===== config.mk =====
export PLATFORM = sky130hd
export DESIGN_NAME = icache_fetch_ctrl
export DESIGN_NICKNAME = d
export VERILOG_FILES = /design/src/rtl/icache_fetch_ctrl_pkg.sv /design/src/rtl/icache_fetch_ctrl.sv
export SDC_FILE = /design/constraint.sdc
export NUM_CORES = 1
export LEC_CHECK = 0
export ABC_CLOCK_PERIOD_IN_PS = 2400
export BUFFER_PORTS_ARGS = -buffer_cell sky130_fd_sc_hd__buf_2
export CORE_MARGIN = 4
export CORE_UTILIZATION = 35
export DETAILED_ROUTE_END_ITERATION = 8
export MAX_ROUTING_LAYER = met4
export PLACE_DENSITY_LB_ADDON = 0.15
export SYNTH_ARGS = -nofsm -noshare
export SYNTH_HDL_FRONTEND = slang
export SYNTH_SLANG_ARGS = --single-unit

===== constraint.sdc =====
create_clock -name clk -period 2.4 [get_ports clk]
set_clock_uncertainty 0.2 [all_clocks]
set_input_delay 0.12 -clock clk [delete_from_list [all_inputs] [get_ports clk]]
set_output_delay 0.12 -clock clk [all_outputs]
set_load 0.01 [all_outputs]

===== src/rtl/icache_fetch_ctrl_pkg.sv =====
// Shared types and constants for the instruction-fetch controller.
// Latency: n/a (declarations only).
// Backpressure: n/a.
package icache_fetch_ctrl_pkg;

  // Width of an instruction address bus.
  localparam int INST_ADDR_W = 32;
  typedef logic [INST_ADDR_W-1:0] inst_addr_bus_t;

  // Bytes per instruction word; the byte assembly below assumes exactly four.
  localparam int FETCH_BYTES = 4;

  typedef enum logic {
    ST_IDLE  = 1'b0,
    ST_FETCH = 1'b1
  } fetch_state_e;

endpackage


===== src/rtl/icache_fetch_ctrl.sv =====
// Instruction fetch: icache hit returns next cycle, miss assembles a word from four byte reads.
// Latency: hit 1 cycle; miss 6 cycles minimum, +1 per grant gap or rdy=0 cycle.
// Backpressure: mem_gnt_i paces byte issue; rdy=0 freezes all state and drops mem_req_o.
module icache_fetch_ctrl
  import icache_fetch_ctrl_pkg::*;
(
  input  logic                   clk,
  input  logic                   rst,
  input  logic                   rdy,
  input  logic                   req_i,
  input  logic [INST_ADDR_W-1:0] pc_i,
  input  logic                   flush_i,
  output logic                   inst_valid_o,
  output logic [31:0]            inst_o,
  output logic [INST_ADDR_W-1:0] inst_pc_o,
  output logic [INST_ADDR_W-1:0] ic_raddr_o,
  input  logic                   ic_hit_i,
  input  logic [31:0]            ic_inst_i,
  output logic                   ic_we_o,
  output logic [INST_ADDR_W-1:0] ic_waddr_o,
  output logic [31:0]            ic_winst_o,
  output logic                   mem_req_o,
  output logic [31:0]            mem_addr_o,
  input  logic                   mem_gnt_i,
  input  logic [7:0]             mem_rdata_i
);

  fetch_state_e state, state_nxt;

  inst_addr_bus_t miss_pc, miss_pc_nxt;
  logic [2:0]     issue_cnt, issue_cnt_nxt;
  logic [1:0]     recv_cnt, recv_cnt_nxt;
  logic           pending, pending_nxt;
  logic [23:0]    byte_buf, byte_buf_nxt;

  logic           inst_valid_nxt;
  logic [31:0]    inst_nxt;
  inst_addr_bus_t inst_pc_nxt;
  logic           ic_we_nxt;
  inst_addr_bus_t ic_waddr_nxt;
  logic [31:0]    ic_winst_nxt;

  logic           gnt_take;
  logic [31:0]    word;

  // The icache lookup is purely combinational on the live PC.
  assign ic_raddr_o = pc_i;

  // Issue bytes in order; the address wraps naturally at 2^32.
  assign mem_req_o  = rdy && (state == ST_FETCH) && (issue_cnt < 3'(FETCH_BYTES));
  assign mem_addr_o = miss_pc + INST_ADDR_W'(issue_cnt);
  assign gnt_take   = mem_req_o && mem_gnt_i;

  // The last byte lands straight from the bus; the lower three come from the buffer.
  assign word = {mem_rdata_i, byte_buf};

  // Next-state and next-output logic; pulses default low, everything else holds.
  always_comb begin
    state_nxt      = state;
    miss_pc_nxt    = miss_pc;
    issue_cnt_nxt  = issue_cnt;
    recv_cnt_nxt   = recv_cnt;
    pending_nxt    = pending;
    byte_buf_nxt   = byte_buf;
    inst_valid_nxt = 1'b0;
    inst_nxt       = inst_o;
    inst_pc_nxt    = inst_pc_o;
    ic_we_nxt      = 1'b0;
    ic_waddr_nxt   = ic_waddr_o;
    ic_winst_nxt   = ic_winst_o;

    if (rdy) begin
      if (flush_i) begin
        // Redirect wins over hit and completion; any byte still in flight is dropped.
        state_nxt     = ST_IDLE;
        issue_cnt_nxt = '0;
        recv_cnt_nxt  = '0;
        pending_nxt   = 1'b0;
      end else begin
        case (state)
          ST_IDLE: begin
            if (req_i) begin
              if (ic_hit_i) begin
                inst_valid_nxt = 1'b1;
                inst_nxt       = ic_inst_i;
                inst_pc_nxt    = pc_i;
              end else begin
                miss_pc_nxt   = pc_i;
                issue_cnt_nxt = '0;
                recv_cnt_nxt  = '0;
                pending_nxt   = 1'b0;
                state_nxt     = ST_FETCH;
              end
            end
          end
          ST_FETCH: begin
            if (gnt_take) begin
              issue_cnt_nxt = issue_cnt + 3'd1;
            end
            pending_nxt = gnt_take;
            if (pending) begin
              if (recv_cnt == 2'd3) begin
                inst_valid_nxt = 1'b1;
                inst_nxt       = word;
                inst_pc_nxt    = miss_pc;
                ic_we_nxt      = 1'b1;
                ic_waddr_nxt   = miss_pc;
                ic_winst_nxt   = word;
                issue_cnt_nxt  = '0;
                recv_cnt_nxt   = '0;
                pending_nxt    = 1'b0;
                state_nxt      = ST_IDLE;
              end else begin
                byte_buf_nxt[{recv_cnt, 3'b000} +: 8] = mem_rdata_i;
                recv_cnt_nxt = recv_cnt + 2'd1;
              end
            end
          end
          default: state_nxt = ST_IDLE;
        endcase
      end
    end
  end

  // State, counters, buffer and registered outputs.
  always_ff @(posedge clk or negedge rst) begin
    if (!rst) begin
      state        <= ST_IDLE;
      miss_pc      <= '0;
      issue_cnt    <= '0;
      recv_cnt     <= '0;
      pending      <= 1'b0;
      byte_buf     <= '0;
      inst_valid_o <= 1'b0;
      inst_o       <= '0;
      inst_pc_o    <= '0;
      ic_we_o      <= 1'b0;
      ic_waddr_o   <= '0;
      ic_winst_o   <= '0;
    end else begin
      state        <= state_nxt;
      miss_pc      <= miss_pc_nxt;
      issue_cnt    <= issue_cnt_nxt;
      recv_cnt     <= recv_cnt_nxt;
      pending      <= pending_nxt;
      byte_buf     <= byte_buf_nxt;
      inst_valid_o <= inst_valid_nxt;
      inst_o       <= inst_nxt;
      inst_pc_o    <= inst_pc_nxt;
      ic_we_o      <= ic_we_nxt;
      ic_waddr_o   <= ic_waddr_nxt;
      ic_winst_o   <= ic_winst_nxt;
    end
  end

endmodule


# Yosys cells after proc, flatten, opt, wreduce, memory -nomap -nowiden
# Cells that the tools add are included.
# word_totals
reg_bits,193
wordCells,86
out_inout_bits,195
input_bits,79
# classes
order_cmp,1
bitwise,4
mux,46
addsub,4
n_eq_ne,8
reduce_logical,9
shift,2
# ops
cell,count
32-bit two-way mux,8
32-bit one-hot mux with 2 select lines,2
32-bit by 3-bit adder with 32-bit output,1
24-bit bitwise mux,1
"8-bit by 7-bit variable shift with 24-bit output, first input constant",1
8-bit by 7-bit indexed part select with 24-bit output,1
1-bit two-way mux,19
3-bit two-way mux,6
5-bit AND reduction,3
2-bit two-way mux,5
5-bit negation with 7-bit output,1
"3-bit inequality test, second input constant",2
1-bit one-hot mux with 2 select lines,3
3-bit one-hot mux with 2 select lines,1
6-bit AND reduction,1
"2-bit by 1-bit inequality test with 1-bit output, second input constant",2
"2-bit inequality test, second input constant",2
1-bit NOT,4
2-bit one-hot mux with 2 select lines,1
4-bit AND reduction,1
"3-bit by 1-bit adder with 3-bit output, second input constant",1
1-bit logical AND,3
"3-bit < comparator, second input constant",1
"3-bit by 2-bit inequality test with 1-bit output, second input constant",1
other kinds (3),3

# Depth between registers and ports, before layout
# logic_depth
ltp_word,8
depth_mapped,7
mapped_depth_nobuf,6

# Worst setup path before layout
# Ideal clock, no wire load.
# synth_path
kind,register -> output
start,register miss_pc[0]
end,output port mem_addr_o[12]
arrival_time_ns,1.708
stages_incl_launch_ff,8
required_ns,2.080
path_buffers,1
path_slack_ns,0.372
cell_sequence,dfrtp_1 -> ha_1 -> fa_1 -> a21oi_1 -> nor3_2 -> buf_4 -> nand4_1 -> xnor2_1
# synth_via
elab_chain_len,1
# synth_lines
element,line_no,text
"start, declared",icache_fetch_ctrl.sv:30,"inst_addr_bus_t miss_pc, miss_pc_nxt;"
"start signal, assigned",icache_fetch_ctrl.sv:142,miss_pc <= miss_pc_nxt;
32-bit by 3-bit adder with 32-bit output,icache_fetch_ctrl.sv:51,assign mem_addr_o = miss_pc + INST_ADDR_W'(issue_cnt);
"end, declared",icache_fetch_ctrl.sv:23,"output logic [31:0] mem_addr_o,"
# Every way passes these cells.

# Worst setup path in the final report
# layout_path
start,register issue_cnt[2]
end,output port mem_addr_o[25]
# layout_via
elab_chain_len,1
# layout_lines
element,line_no,text
"start, declared",icache_fetch_ctrl.sv:31,"logic [2:0] issue_cnt, issue_cnt_nxt;"
"start signal, assigned",icache_fetch_ctrl.sv:143,issue_cnt <= issue_cnt_nxt;
32-bit by 3-bit adder with 32-bit output,icache_fetch_ctrl.sv:51,
# Every way passes these cells.

==> insert_results.sql <==
INSERT INTO impl_metrics (metric_group, metric, value, unit) VALUES
('power_and_ir_drop', 'p_leak', '6.24', 'nW'),
('layout', 'final_util', '49.1', '%'),
('synthesis', 'synthCells', '763', ''),
('cts', 'clock_sinks', '193', ''),
('placement', 'io_buffer_count', '273', ''),
('worst_setup_path', 'worstSetupStartpoint', 'issue_cnt[2]', ''),
('worst_setup_path', 'worst-r2r-setup-slack', '0.27', 'ns'),
('drt', 'number_of_routed_nets_with_antenna_violations', '0', ''),
('worst_setup_path', 'cp-end-kind', 'output port', ''),
('placement', 'dpl_cell_area', '0.0107', 'mm2'),
('worst_hold_path', 'hold_path_class', 'input pin to asynchronous set/reset pin', ''),
('placement', 'gp_congestion', '0.770', ''),
('synthesis', 'synth_seq_area_share', '53.1', '%'),
('run_status', 'outcome', 'finished, violations left', ''),
('cts', 'tritoncts', 'built', ''),
('synthesis', 'synth_area', '0.00909', 'mm2'),
('drt', 'drt-total-wl', '25.5', 'mm'),
('sta', 'max_freq', '0.393', 'GHz'),
('layout', 'layout.filler_cells', '2350', ''),
('worst_setup_path', 'crit_arrival', '2.22', 'ns'),
('sta', 'layout_setup_ws', '-0.142', 'ns'),
('grt', 'global_route.usage.met3', '4.15', '%'),
('power_and_ir_drop', 'internal_power', '6.72', 'mW'),
('synthesis', 'synth_edf_count', '0', ''),
('drt', 'detail_route.vias_per_cell', '4.76', ''),
('grt', 'grt_busiest_layer', 'met2', ''),
('cts', 'clk_transition_reported_paths', '0.08', 'ns'),
('flow_run', 'maxCapViolCount', '0', ''),
('synthesis', 'post_synth_top_flop', 'sky130_fd_sc_hd__dfrtp_1', ''),
('sta', 'worst_slew_margin_rel', '65.3', '%'),
('grt', 'antenna_found_initial', '1', ''),
('worst_setup_path', 'required', '2.08', 'ns'),
('grt', 'grt.met1_usage', '23.7', '%'),
('floorplan', 'design.die.area', '0.0286', 'mm2'),
('floorplan', 'die_height', '169', 'um'),
('run_status', 'violated_checks', 'setup timing', ''),
('layout', 'final_area', '0.0125', 'mm2'),
('grt', 'grt_start_max_net_pins', '91', ''),
('placement', 'dp.final_hpwl', '17.1', 'mm'),
('drt', 'drtIter0Drc', '286', ''),
('drt', 'drt-wirelength-per-cell', '17.6', 'um'),
('worst_setup_path', 'r2r-start', 'state', ''),
('sta', 'timing_hold_violations_final', '0', ''),
('worst_setup_path', 'crit_fanout', '6', ''),
('synthesis', 'avgSynthCellArea', '11.9', 'um2'),
('sta', 'timing.final.crit_period', '2.54', 'ns'),
('drt', 'drc', '0', ''),
('power_and_ir_drop', 'combinationalPowerShare', '27.6', '%'),
('worst_setup_path', 'cp_slowest_stage_delay', '0.43', 'ns'),
('grt', 'use_met2', '29.5', '%'),
('grt', 'grt_pass1_vias', '7413', ''),
('worst_setup_path', 'endpoint_of_the_worst_register_to_register_path', 'inst_o[26]', ''),
('power_and_ir_drop', 'swShare', '33.6', '%'),
('cts', 'clock_insertion_delay_worst_skew', '0.43', 'ns'),
('cts', 'cts_made_buffers', '17', ''),
('synthesis', 'synth_async_sr_flop_share', '100', '%'),
('sta', 'setup-violations-final', '27', ''),
('floorplan', 'core_area', '0.0254', 'mm2'),
('power_and_ir_drop', 'worst_case_vdd_ir_drop', '0.000536', 'V'),
('worst_setup_path', 'setup.worst_path.class', 'flip-flop to output port', ''),
('cts', 'cts_htree_levels', '4', ''),
('floorplan', 'rows', '58', ''),
('power_and_ir_drop', 'total_switching_power', '3.40', 'mW'),
('floorplan', 'io_pins', '274', ''),
('grt', 'global_route.overflow_total', '0', ''),
('sta', 'unrepaired_setup_endpoints_after_global_routing', 'true', ''),
('cts', 'ctsRootBufferMaster', 'sky130_fd_sc_hd__clkbuf_16', ''),
('synthesis', 'ys_warn_count', '0', ''),
('layout', 'mostFrequentLayoutCell', 'sky130_fd_sc_hd__buf_2', ''),
('floorplan', 'effective_utilization_at_floorplan', '35.8', '%'),
('cts', 'buffers_from_clock_root_to_sink_at_most', '2', '');
routing by layer:
layer  vias to the layer above  part of all wire (%)
li1                       3296                     -
met1                      3385                    45
met2                       205                    47
met3                        30                   5.8
met4                         0                   1.7
met5                         -                     0
cell families after synthesis:
group / count (synthesis) / synth area share [%]
fa+ha+maj: 10 / 1.46
simple gates: 185 / 9.39
compound gates: 104 / 6.08
buf+inv: 80 / 5.97
xor+xnor: 31 / 2.99
mux: 160 / 21.0
flops: 193 / 53.1
Yosys cell counts (2+ instances only):
cell type / n / area, um2
sky130_fd_sc_hd__nand2_1: 64 / 240
sky130_fd_sc_hd__nand3_1: 16 / 80.1
sky130_fd_sc_hd__nor3b_1: 2 / 15.0
sky130_fd_sc_hd__mux2i_1: 64 / 641
sky130_fd_sc_hd__nand4_1: 12 / 75.1
sky130_fd_sc_hd__mux2_2: 39 / 439
sky130_fd_sc_hd__clkbuf_1: 2 / 7.51
sky130_fd_sc_hd__o21ai_1: 7 / 35.0
sky130_fd_sc_hd__nor3b_2: 3 / 37.5
sky130_fd_sc_hd__buf_6: 8 / 90.1
sky130_fd_sc_hd__and4_1: 4 / 35.0
sky130_fd_sc_hd__nor2_1: 69 / 259
sky130_fd_sc_hd__nand2b_1: 3 / 18.8
sky130_fd_sc_hd__a21oi_1: 69 / 345
sky130_fd_sc_hd__and3_1: 5 / 31.3
sky130_fd_sc_hd__ha_1: 9 / 113
sky130_fd_sc_hd__buf_2: 21 / 105
sky130_fd_sc_hd__mux2_1: 8 / 90.1
sky130_fd_sc_hd__dfrtp_1: 193 / 4830
sky130_fd_sc_hd__inv_1: 4 / 15.0
sky130_fd_sc_hd__buf_4: 41 / 308
sky130_fd_sc_hd__xnor2_1: 25 / 219
sky130_fd_sc_hd__xor2_1: 6 / 52.6
sky130_fd_sc_hd__mux2_4: 49 / 736
sky130_fd_sc_hd__o21ai_0: 21 / 105
sky130_fd_sc_hd__clkbuf_2: 2 / 10.0
sequential cells by signal, summed over array words and instances (netlist names), 2 cells and up:
| signal | cells |
|---|---|
| inst_o | 32 |
| miss_pc | 32 |
| issue_cnt | 3 |
| recv_cnt | 2 |
| byte_buf | 24 |
| inst_pc_o | 32 |
| ic_waddr_o | 32 |
| ic_winst_o | 32 |
through the flow:
stage | hold WS [ns] | setup slack (ns) | power (mW) | std cells | setup TNS (ns)
after floorplan | -0.376 | 0.372 | 5.80 | 763 | 0
after global placement | -0.0483 | -0.0473 | 6.96 | 1320 | -0.316
after detailed placement | -0.0469 | -0.150 | 7.00 | 1320 | -1.34
after CTS | 0.0423 | -0.153 | 10.2 | 1449 | -2.40
after global routing | 0.0577 | -0.244 | 10.7 | 1452 | -4.86
final | 0.0283 | -0.142 | 10.1 | 1452 | -1.82
how the worst max path moves through the flow:
stage	endpoint	slack (ns)	cells past startpoint
6_report	mem_addr_o[25]	-0.14	7
5_1_grt	mem_addr_o[12]	-0.24	8
4_1_cts	mem_addr_o[25]	-0.15	7
3_5_place_dp	mem_addr_o[12]	-0.15	7
3_3_place_gp	mem_addr_o[28]	-0.05	7
2_1_floorplan	mem_addr_o[12]	0.37	7
worst max-delay path: cells and delay by family (launching register included):
kind            cells  cell delay [ns]
flops               1             0.43
fa+ha+maj           1             0.31
xor+xnor            1             0.20
compound gates      1             0.27
buf+inv             2             0.34
simple gates        2             0.21
cell type report:
class / instances / area (um2) / area share [%]
clock inverters: 15 / 184 / 1.48
well taps: 330 / 413 / 3.31
flip-flops and latches: 193 / 4830 / 38.8
diodes: 1 / 2.50 / 0.0201
clock buffers: 17 / 425 / 3.41
repair buffers: 401 / 2670 / 21.4
inverters: 5 / 18.8 / 0.151
multi-input cells: 490 / 3920 / 31.4
timing repair:
item | in CTS | in global routing
gates resized for setup | 21 | 19
setup buffers | 12 | 3
endpoints found under the hold margin | 328 | 0
setup endpoints to repair | 27 | 27
hold buffers | 86 | 0
pin swaps | 9 | 12
power groups by stage:
stage	sequential (mW)	combinational, mW	clock, mW
6_report	4.39	2.79	2.94
5_1_grt	4.49	3.09	3.15
4_1_cts	4.39	2.80	3.03
3_5_place_dp	4.44	2.56	0
3_3_place_gp	4.44	2.52	0
2_1_floorplan	4.49	1.31	0
No activity file was read; power rests on OpenSTA's default activity.
